--- src/rtl/chimera_clu_pwr_seq_if.sv ---
// rtl/chimera_clu_pwr_seq_if.sv - request/status bundle between SoC power control and the cluster sequencer
// master = SoC-side requester, slave = sequencer.

interface chimera_clu_pwr_seq_if #(
  parameter int NumClusters = 5,
  parameter int NumIsoPorts = 4
);
  logic [NumClusters-1:0]             power_en_i;
  logic [NumClusters*NumIsoPorts-1:0] iso_ack_i;
  logic [NumClusters-1:0]             timeout_clr_i;
  logic [NumClusters-1:0]             isolate_o;
  logic [NumClusters-1:0]             clk_en_o;
  logic [NumClusters-1:0]             clu_rst_no;
  logic [NumClusters-1:0]             powered_o;
  logic [NumClusters-1:0]             timeout_o;
  logic                               busy_o;

  modport master (
    output power_en_i, iso_ack_i, timeout_clr_i,
    input  isolate_o, clk_en_o, clu_rst_no, powered_o, timeout_o, busy_o
  );

  modport slave (
    input  power_en_i, iso_ack_i, timeout_clr_i,
    output isolate_o, clk_en_o, clu_rst_no, powered_o, timeout_o, busy_o
  );
endinterface

--- src/rtl/chimera_clu_pwr_seq.sv ---
// rtl/chimera_clu_pwr_seq.sv - per-cluster isolation/reset/clock-gate power sequencer
// One independent Moore FSM per cluster; all outputs are registered from the next state.

module chimera_clu_pwr_seq #(
  parameter int NumClusters   = 5,
  parameter int NumIsoPorts   = 4,
  parameter int RstCycles     = 8,
  parameter int SettleCycles  = 4,
  parameter int TimeoutCycles = 1024
) (
  input  logic                        clk_i,
  input  logic                        rst_i,
  chimera_clu_pwr_seq_if.slave        bus
);

  localparam int MaxRs     = (RstCycles > SettleCycles) ? RstCycles : SettleCycles;
  localparam int MaxCycles = (MaxRs > TimeoutCycles) ? MaxRs : TimeoutCycles;
  localparam int CntWidth  = $clog2(MaxCycles + 1);

  localparam bit                  TimeoutEn  = (TimeoutCycles != 0);
  localparam logic [CntWidth-1:0] RstLast    = CntWidth'(RstCycles - 1);
  localparam logic [CntWidth-1:0] SettleLast = CntWidth'(SettleCycles - 1);
  localparam logic [CntWidth-1:0] ToLast     = CntWidth'(TimeoutEn ? TimeoutCycles - 1 : 0);
  localparam logic [CntWidth-1:0] CntMax     = {CntWidth{1'b1}};
  localparam logic [CntWidth-1:0] CntOne     = CntWidth'(1);

  if (NumClusters < 1) begin : g_bad_clusters
    $error("NumClusters must be >= 1");
  end
  if (NumIsoPorts < 1) begin : g_bad_iso_ports
    $error("NumIsoPorts must be >= 1");
  end
  if (RstCycles < 1) begin : g_bad_rst_cycles
    $error("RstCycles must be >= 1");
  end
  if (SettleCycles < 1) begin : g_bad_settle_cycles
    $error("SettleCycles must be >= 1");
  end
  if ((2 ** CntWidth) - 1 < TimeoutCycles) begin : g_bad_cnt_width
    $error("CntWidth does not cover TimeoutCycles");
  end

  typedef enum logic [2:0] {
    S_OFF,
    S_WAKE,
    S_DEISO,
    S_ACTIVE,
    S_ISO,
    S_GATE
  } state_e;

  state_e              state_q [NumClusters];
  state_e              state_d [NumClusters];
  logic [CntWidth-1:0] cnt_q   [NumClusters];
  logic [CntWidth-1:0] cnt_d   [NumClusters];

  logic [NumClusters-1:0] isolate_q, isolate_d;
  logic [NumClusters-1:0] clk_en_q, clk_en_d;
  logic [NumClusters-1:0] rst_n_q, rst_n_d;
  logic [NumClusters-1:0] powered_q, powered_d;
  logic [NumClusters-1:0] timeout_q, timeout_d;
  logic                   busy_q, busy_d;

  logic [NumClusters-1:0] ack_all;
  logic [NumClusters-1:0] ack_none;
  logic [NumClusters-1:0] to_hit;
  logic [NumClusters-1:0] to_set;
  logic [NumClusters-1:0] counting;

  always_comb begin
    ack_all   = '0;
    ack_none  = '0;
    to_hit    = '0;
    to_set    = '0;
    counting  = '0;
    isolate_d = '0;
    clk_en_d  = '0;
    rst_n_d   = '0;
    powered_d = '0;
    timeout_d = '0;
    busy_d    = 1'b0;
    for (int c = 0; c < NumClusters; c++) begin
      state_d[c]  = state_q[c];
      cnt_d[c]    = cnt_q[c];
      ack_all[c]  = &bus.iso_ack_i[c*NumIsoPorts +: NumIsoPorts];
      ack_none[c] = ~|bus.iso_ack_i[c*NumIsoPorts +: NumIsoPorts];
      // Fires on the edge where the counter would reach TimeoutCycles; saturation never re-arms it.
      to_hit[c]   = TimeoutEn && (cnt_q[c] == ToLast);

      unique case (state_q[c])
        S_OFF: begin
          if (bus.power_en_i[c]) state_d[c] = S_WAKE;
        end
        S_WAKE: begin
          if (cnt_q[c] == RstLast) state_d[c] = S_DEISO;
        end
        S_DEISO: begin
          if (ack_none[c]) begin
            state_d[c] = S_ACTIVE;
          end else if (to_hit[c]) begin
            to_set[c] = 1'b1;
          end
        end
        S_ACTIVE: begin
          if (!bus.power_en_i[c]) state_d[c] = S_ISO;
        end
        S_ISO: begin
          if (bus.power_en_i[c]) begin
            state_d[c] = S_DEISO;
          end else if (ack_all[c]) begin
            state_d[c] = S_GATE;
          end else if (to_hit[c]) begin
            to_set[c]  = 1'b1;
            state_d[c] = S_GATE;
          end
        end
        S_GATE: begin
          if (cnt_q[c] == SettleLast) state_d[c] = S_OFF;
        end
        default: state_d[c] = S_OFF;
      endcase

      counting[c] = state_q[c] inside {S_WAKE, S_DEISO, S_ISO, S_GATE};
      if (state_d[c] != state_q[c]) begin
        cnt_d[c] = '0;
      end else if (counting[c] && (cnt_q[c] != CntMax)) begin
        cnt_d[c] = cnt_q[c] + CntOne;
      end

      isolate_d[c] = state_d[c] inside {S_OFF, S_WAKE, S_ISO, S_GATE};
      clk_en_d[c]  = (state_d[c] != S_OFF);
      rst_n_d[c]   = state_d[c] inside {S_DEISO, S_ACTIVE, S_ISO};
      powered_d[c] = (state_d[c] == S_ACTIVE);
      timeout_d[c] = to_set[c] | (timeout_q[c] & ~bus.timeout_clr_i[c]);
      if (!(state_d[c] inside {S_OFF, S_ACTIVE})) busy_d = 1'b1;
    end
  end

  always_ff @(posedge clk_i or posedge rst_i) begin
    if (rst_i) begin
      for (int c = 0; c < NumClusters; c++) begin
        state_q[c] <= S_OFF;
        cnt_q[c]   <= '0;
      end
      isolate_q <= '1;
      clk_en_q  <= '0;
      rst_n_q   <= '0;
      powered_q <= '0;
      timeout_q <= '0;
      busy_q    <= 1'b0;
    end else begin
      state_q   <= state_d;
      cnt_q     <= cnt_d;
      isolate_q <= isolate_d;
      clk_en_q  <= clk_en_d;
      rst_n_q   <= rst_n_d;
      powered_q <= powered_d;
      timeout_q <= timeout_d;
      busy_q    <= busy_d;
    end
  end

  assign bus.isolate_o  = isolate_q;
  assign bus.clk_en_o   = clk_en_q;
  assign bus.clu_rst_no = rst_n_q;
  assign bus.powered_o  = powered_q;
  assign bus.timeout_o  = timeout_q;
  assign bus.busy_o     = busy_q;

endmodule

--- src/flat_wrapper.sv ---
// flat-port wrapper written by rule: the top's interface ports become plain ports
module chimera_clu_pwr_seq_flat 
#(
  parameter int NumClusters   = 5,
  parameter int NumIsoPorts   = 4,
  parameter int RstCycles     = 8,
  parameter int SettleCycles  = 4,
  parameter int TimeoutCycles = 1024
)
  (clk_i, rst_i, bus_power_en_i, bus_iso_ack_i, bus_timeout_clr_i, bus_isolate_o, bus_clk_en_o, bus_clu_rst_no, bus_powered_o, bus_timeout_o, bus_busy_o);
  chimera_clu_pwr_seq_if #(.NumClusters(NumClusters), .NumIsoPorts(NumIsoPorts)) bus_i ();
  input  logic clk_i;
  input  logic rst_i;
  input wire logic [$bits(bus_i.power_en_i)-1:0] bus_power_en_i;
  input wire logic [$bits(bus_i.iso_ack_i)-1:0] bus_iso_ack_i;
  input wire logic [$bits(bus_i.timeout_clr_i)-1:0] bus_timeout_clr_i;
  output wire logic [$bits(bus_i.isolate_o)-1:0] bus_isolate_o;
  output wire logic [$bits(bus_i.clk_en_o)-1:0] bus_clk_en_o;
  output wire logic [$bits(bus_i.clu_rst_no)-1:0] bus_clu_rst_no;
  output wire logic [$bits(bus_i.powered_o)-1:0] bus_powered_o;
  output wire logic [$bits(bus_i.timeout_o)-1:0] bus_timeout_o;
  output wire logic [$bits(bus_i.busy_o)-1:0] bus_busy_o;
  assign bus_i.power_en_i = bus_power_en_i;
  assign bus_i.iso_ack_i = bus_iso_ack_i;
  assign bus_i.timeout_clr_i = bus_timeout_clr_i;
  assign bus_isolate_o = bus_i.isolate_o;
  assign bus_clk_en_o = bus_i.clk_en_o;
  assign bus_clu_rst_no = bus_i.clu_rst_no;
  assign bus_powered_o = bus_i.powered_o;
  assign bus_timeout_o = bus_i.timeout_o;
  assign bus_busy_o = bus_i.busy_o;
  chimera_clu_pwr_seq #(.NumClusters(NumClusters), .NumIsoPorts(NumIsoPorts), .RstCycles(RstCycles), .SettleCycles(SettleCycles), .TimeoutCycles(TimeoutCycles)) u_core (.clk_i(clk_i), .rst_i(rst_i), .bus(bus_i));
endmodule
--- config.mk ---
export PLATFORM = sky130hd
export DESIGN_NAME = chimera_clu_pwr_seq_flat
export DESIGN_NICKNAME = d
export VERILOG_FILES = /design/src/rtl/chimera_clu_pwr_seq_if.sv /design/src/rtl/chimera_clu_pwr_seq.sv /design/src/flat_wrapper.sv
export SDC_FILE = /design/constraint.sdc
export NUM_CORES = 1
export LEC_CHECK = 0
export ABC_AREA = 1
export BUFFER_PORTS_ARGS = -buffer_cell sky130_fd_sc_hd__buf_2
export CAP_MARGIN = 20
export CORE_ASPECT_RATIO = 1.75
export CORE_MARGIN = 4
export CORE_UTILIZATION = 60
export DETAILED_ROUTE_END_ITERATION = 7
export PLACE_DENSITY_LB_ADDON = 0.05
export SLEW_MARGIN = 40
export SYNTH_ARGS = -nofsm -noshare
export SYNTH_HDL_FRONTEND = slang
export SYNTH_SLANG_ARGS = --single-unit
--- constraint.sdc ---
create_clock -name clk_i -period 3.15 [get_ports clk_i]
set_input_delay 0.1575 -clock clk_i [delete_from_list [all_inputs] [get_ports clk_i]]
set_output_delay 0.1575 -clock clk_i [all_outputs]
set_load 0.01 [all_outputs]
==> results of run 1 <==
==> cells in the mapped netlist (all sizes together) <==
cell type    n
nand3       49
nor2       189
nor4         1
a22oi        1
ha           5
a21boi       1
xnor2        6
inv        113
a31o         1
a211oi       1
buf          4
o211ai       5
nand2      205
xor2        25
a31oi        4
dfstp        5
a21oi       15
nand4       16
dfrtp       91
o21ai       16
nor3        15
o21a         1
o22ai        5
nor3b        4
==> per-layer routing <==
layer  GRT usage (%)  up-vias  share of wire, %
met2            45.1       96                55
met3            3.19       24               3.0
li1                -     2568                 -
met1            27.5     2408                40
met5               0        -                 0
met4            8.50        0               2.2
==> logic make-up after synthesis <==
logic type / after synthesis / synth area share, %
simple gates: 479 / 38.6
fa+ha+maj: 5 / 1.08
xor+xnor: 31 / 4.69
compound gates: 50 / 5.92
buf+inv: 117 / 8.10
flops: 96 / 41.6
==> state kept, by name, summed over array words and instances, names as in the netlist <==
signal	cells
u_core.bus.timeout_o	5
u_core.bus.powered_o	5
u_core.bus.isolate_o	5
u_core.cnt_q	55
u_core.bus.clk_en_o	5
u_core.bus.busy_o	1
u_core.state_q	15
u_core.bus.clu_rst_no	5
==> report_power, final <==
group / internal, mW / switching [mW]
clock network: 0.659 / 0.464
logic: 0.717 / 1.69
registers: 1.48 / 0.215
total: 2.85 / 2.37
==> area by class of cell <==
class                           count  share of cell area (%)
Inverter                          113                    6.49
Clock inverter                      4                   0.800
Sequential cell                    96                    36.7
Clock buffer                       12                    3.90
Timing Repair Buffer               65                    5.48
Tap cell                          122                    2.32
Multi-Input combinational cell    565                    44.3
==> metrics by stage <==
step | area (sq um) | utilization, % | hold slack, ns | setup slack (ns)
global placement | 6200 | 65.5 | 0.315 | 1.02
floorplan | 5790 | - | 0.254 | 0.495
finish | 6570 | 69.4 | 0.158 | 0.939
detailed placement | 6200 | 65.5 | 0.319 | 0.952
global route | 6570 | 69.4 | 0.167 | 0.635
CTS | 6570 | 69.4 | 0.143 | 0.932
==> worst register-to-register path, stage by stage (launching register included) <==
cell	delay (ns)
dfrtp_1	0.38
ha_1	0.26
nand3_1	0.11
nor2_1	0.15
nand2_1	0.07
nand2_1	0.06
nand3_1	0.08
nor2_2	0.14
nor2_1	0.07
o21ai_2	0.62
nor2_1	0.12
==> final timing paths <==
check	start	cells past startpoint	slack (ns)	endpoint
setup / recovery	u_core.cnt_q[22]	10	0.94	u_core.cnt_q[31]
hold / removal	bus_power_en_i[2]	4	0.16	u_core.bus.isolate_o[2]
setup reg to reg	u_core.cnt_q[22]	10	0.94	u_core.cnt_q[31]
hold reg to reg	u_core.bus.timeout_o[4]	2	0.54	u_core.bus.timeout_o[4]
max in group asynchronous	rst_i	4	1.85	u_core.bus.isolate_o[0]
min in group asynchronous	rst_i	3	0.47	u_core.cnt_q[20]
==> results.yml, run 1 <==
grt:
  grt_pass1_wl_um: 21600
  antenna_found_initial: 0
  globalRouteOverflowTotal: 0
  grt_pass1_vias: 5028
  grt_start_max_net_pins: 58
  grt.total_usage_pct: 24.3
synth:
  synth_cell_types: 37
  synth_area_leaders: "dfrtp_1 39%, nand2_1 12%, nor2_1 8.7%"
  syn_inst: 778
  yosysWarnings: 0
  synth_nets: 815
  syn_area_sq_um: 5790
  ys_seq_area_share_pct: 41.6
  ys_ff_latch: 96
  post-synth-top-area-cell: "dfrtp_1"
  syn_area_per_cell_sq_um: 7.44
  synth_top_cell_area_share_pct: 39.3
power:
  p_leak_nw: 3.30
  peakVddDrop_mv: 0.745
  power_density_nw_per_um2: 795
  finalPower_mw: 5.22
worst_setup_path:
  path_class: "flop to flop"
  cp.arrival_ns: 2.41
  cp_cell_sequence: "ha_1 -> nand3_1 -> nor2_1 -> nand2_1 -> nand2_1 -> nand3_1 -> nor2_2 -> nor2_1 -> o21ai_2 -> nor2_1"
  path_common_cell: "nor2_1"
  end_kind: "flop"
  critPathLaunchType: "flop"
  crit_family: "simple AND/OR/NAND/NOR gates"
  worstPathRequired_ns: 3.35
  critPathSlowestCell: "o21ai_2"
  crit_buf_inv: 0
  slowest_delay_ns: 0.62
  cp_max_fo: 11
floorplan:
  rows: 47
  pin_count: 58
  die_h_um: 138
  core_region_area_sq_um: 9470
  dieArea_sq_um: 11300
  die_w_um: 82.3
  start_util_pct: 61.2
sta:
  slew_headroom_pct: 49.5
  min_period_ns: 2.21
  fin_skew_ns: 0.00748
  tns_ns: 0
  finalSetupViolCount: 0
  max_freq_ghz: 0.452
  drv_slew: 0
  fin_crit_sh_pct: 70.2
  rsz0062_at_grt: "false"
  hold_viol: 0
  worst_slew_pin_slew_ns: 0.757
finish:
  final_common_cell: "nand2_1"
  multi_input_area_sq_um: 2910
  fill_cells: 785
  antenna_cells: 0
  syn2layout_area_growth_pct: 13.5
  instances_no_fill: 977
  seqCellArea_sq_um: 2410
  final_cell_mix: "191 x nand2_1, 134 x nor2_1, 92 x inv_1"
  layout.nets: 887
  drive_above_1_share_pct: 23.3
run_status:
  status: "completed"
cts:
  cts_hold_buf: 6
  post_cts_buffers: 0
  cts_buffer_depth: 2
  cts-buffers-inserted: 9
  cts_tree: "done"
  clock_sinks: 96
  htreeDepth: 3
  cts_resized: 0
  clkLatencyLatePin_ns: 0.34
  cts.reportedPaths.clkPinSlew_ns: 0.06
  cts-root-buf: "clkbuf_16"
flow_run:
  cap_violations: 0
detailed_routing:
  wl_per_cell_um: 12.8
  firstDrtPassIters: 4
  drtIter0Drc: 204
  ant_nets: 0
  vias: 5096
  drc_errors: 0
  routed_wl_um: 12500
  viasPerCell: 5.22
placement:
  hpwlAfterDp_um: 9590
  port-buffer-count: 57
  gp_congestion: 0.933
  dpl.cell_count: 955
worst_hold_path:
  hp-class: "primary input to flop"
No activity file was read; power rests on OpenSTA's default activity.
==> inputs of run 2 (changes only) <==
clock period = 2.2 ns   (was 3.15 ns; I/O delays follow)
==> run 2 against run 1 <==
Effect of this change: clock power is 43% higher; critical path depth is 1 higher; flip-flop and latch count stayed put; combinational power is 45% higher; count of clock-buffer cells in the layout is 1 lower; utilization is 0.45 points higher; final cell count is 0.20% higher; largest power group unchanged; worst hold slack worse by 0.057 ns; global-route usage is 1.8 points lower; routed wire length is 5.3% lower; sequential power is 43% higher; largest cell class unchanged; power is 44% higher.
==> results.yml, run 2 (synthesis gave the netlist of run 1 again) <==
detailed_routing:
  wl_per_cell_um: 12.1
  drtIter0Drc: 168
  viasPerCell: 5.14
  vias: 5032
  drc_errors: 0
  firstDrtPassIters: 4
  ant_nets: 0
  routed_wl_um: 11900
floorplan:
  rows: 47
  die_w_um: 82.3
  core_region_area_sq_um: 9470
  start_util_pct: 61.2
  die_h_um: 138
  dieArea_sq_um: 11300
  pin_count: 58
finish:
  fin_area_sq_um: 6610
  regMostFlops: "u_core.cnt_q"
  antenna_cells: 0
  largest_reg_flops: 55
  drive_above_1_share_pct: 23.5
  layout.nets: 889
  final_cell_mix: "191 x nand2_1, 134 x nor2_1, 92 x inv_1"
  fill_cells: 772
  final_common_cell: "nand2_1"
  syn2layout_area_growth_pct: 14.2
  reg.largest.list: "u_core.cnt_q x55, u_core.state_q x15"
power:
  power_density_nw_per_um2: 1140
  p_leak_nw: 3.32
  peakVddDrop_mv: 0.881
  finalPower_mw: 7.52
grt:
  grt_start_max_net_pins: 64
  grt_pass1_wl_um: 20200
  grt_pass1_vias: 4880
  grt.total_usage_pct: 22.5
  antenna_found_initial: 0
  globalRouteOverflowTotal: 0
worst_setup_path:
  worstPathRequired_ns: 2.46
  critPathLaunchType: "flop"
  cp.arrival_ns: 2.28
  cp_max_fo: 11
  end_kind: "flop"
  path_class: "flop to flop"
placement:
  gp_congestion: 0.943
  hpwlAfterDp_um: 9070
  placedInstanceArea_sq_um: 6230
  port-buffer-count: 57
cts:
  cts-root-buf: "clkbuf_16"
  cts_buffer_depth: 2
  cts-buffers-inserted: 9
  clock_sinks: 96
  clkLatencyLatePin_ns: 0.35
  htreeDepth: 3
  cts.reportedPaths.clkPinSlew_ns: 0.07
  cts_tree: "done"
sta:
  fin_crit_sh_pct: 91.7
  rsz0062_at_grt: "false"
  holdWs_ns: 0.101
  slew_headroom_pct: 63.7
  tns_ns: 0
  fin_skew_ns: 0.00984
  min_period_ns: 2.02
  finalSetupViolCount: 0
  worst_slew_pin_slew_ns: 0.544
  max_freq_ghz: 0.496
  drv_slew: 0
  hold_viol: 0
worst_hold_path:
  hp-class: "primary input to flop"
run_status:
  status: "completed"
flow_run:
  cap_violations: 0
==> run 2: changes by cell type in the layout (fill, tap and decap cells not counted) <==
cell | before | now
buf_12 | 0 | 1
buf_4 | 2 | 3
clkbuf_8 | 2 | 1
clkinv_4 | 0 | 3
clkinvlp_4 | 3 | 1
inv_4 | 1 | 0
inv_6 | 0 | 1
nand3_2 | 10 | 9
nand3_4 | 0 | 1
o21ai_2 | 2 | 1
o21ai_4 | 0 | 1
==> run 2: area by class of cell <==
type | instances | area [sq um] | area share [%]
clock buffer | 11 | 243 | 3.67
inverter | 113 | 428 | 6.47
clock inverter | 5 | 65.1 | 0.984
timing repair buffer | 67 | 388 | 5.87
sequential | 96 | 2410 | 36.4
multi-input combinational | 565 | 2930 | 44.3
tap | 122 | 153 | 2.31
==> run 2: timing repair <==
action / CTS / global route
gates resized for setup: 0 / 2
hold endpoints to repair: 25 / 0
hold buffers: 6 / 0
buffers inserted: 0 / 0
setup endpoints to repair: 0 / 18
==> run 2: per-stage QoR <==
step                util (%)  setup slack (ns)  instances
CTS                     69.7            0.0746        979
global route            69.8            0.0310        979
global placement        65.8             0.174        957
finish                  69.8             0.184        979
floorplan                  -             0.521        778
detailed placement      65.8            0.0944        957
==> run 2: per-layer routing <==
metal  global-route usage, %  vias up  share of wire (%)
li1                        -     2570                  -
met1                    24.9     2317                 41
met2                    40.9      122                 53
met3                    4.23       23                4.1
met4                    9.24        0                1.8
met5                       0        -                  0
==> run 2: path summary, 6_finish.rpt <==
check                                        start                 endpoint  slack (ns)  depth (start not counted)
setup reg to reg                  u_core.cnt_q[33]         u_core.cnt_q[42]        0.18                         11
min in group asynchronous                    rst_i          u_core.cnt_q[6]        0.36                          3
setup / recovery                  u_core.cnt_q[33]         u_core.cnt_q[42]        0.18                         11
hold reg to reg            u_core.bus.timeout_o[4]  u_core.bus.timeout_o[4]        0.54                          2
hold / removal                   bus_power_en_i[0]  u_core.bus.isolate_o[0]        0.10                          4
max in group asynchronous                    rst_i  u_core.bus.isolate_o[0]        1.12                          4
==> run 2: power breakdown <==
| group | internal, mW | switching (mW) |
|---|---|---|
| sequential | 2.11 | 0.305 |
| clock | 0.923 | 0.679 |
| combinational | 1.08 | 2.41 |
| total | 4.12 | 3.39 |
==> run 2: critical path: stages, from the launching register on <==
cell     delay (ns)
dfrtp_1        0.39
ha_1           0.19
nand2_1        0.12
nor2_2         0.14
nand3_2        0.12
nand2_1        0.07
nand2_1        0.07
a21oi_4        0.20
inv_2          0.06
nand2_2        0.06
nand3_2        0.31
nor2_1         0.19
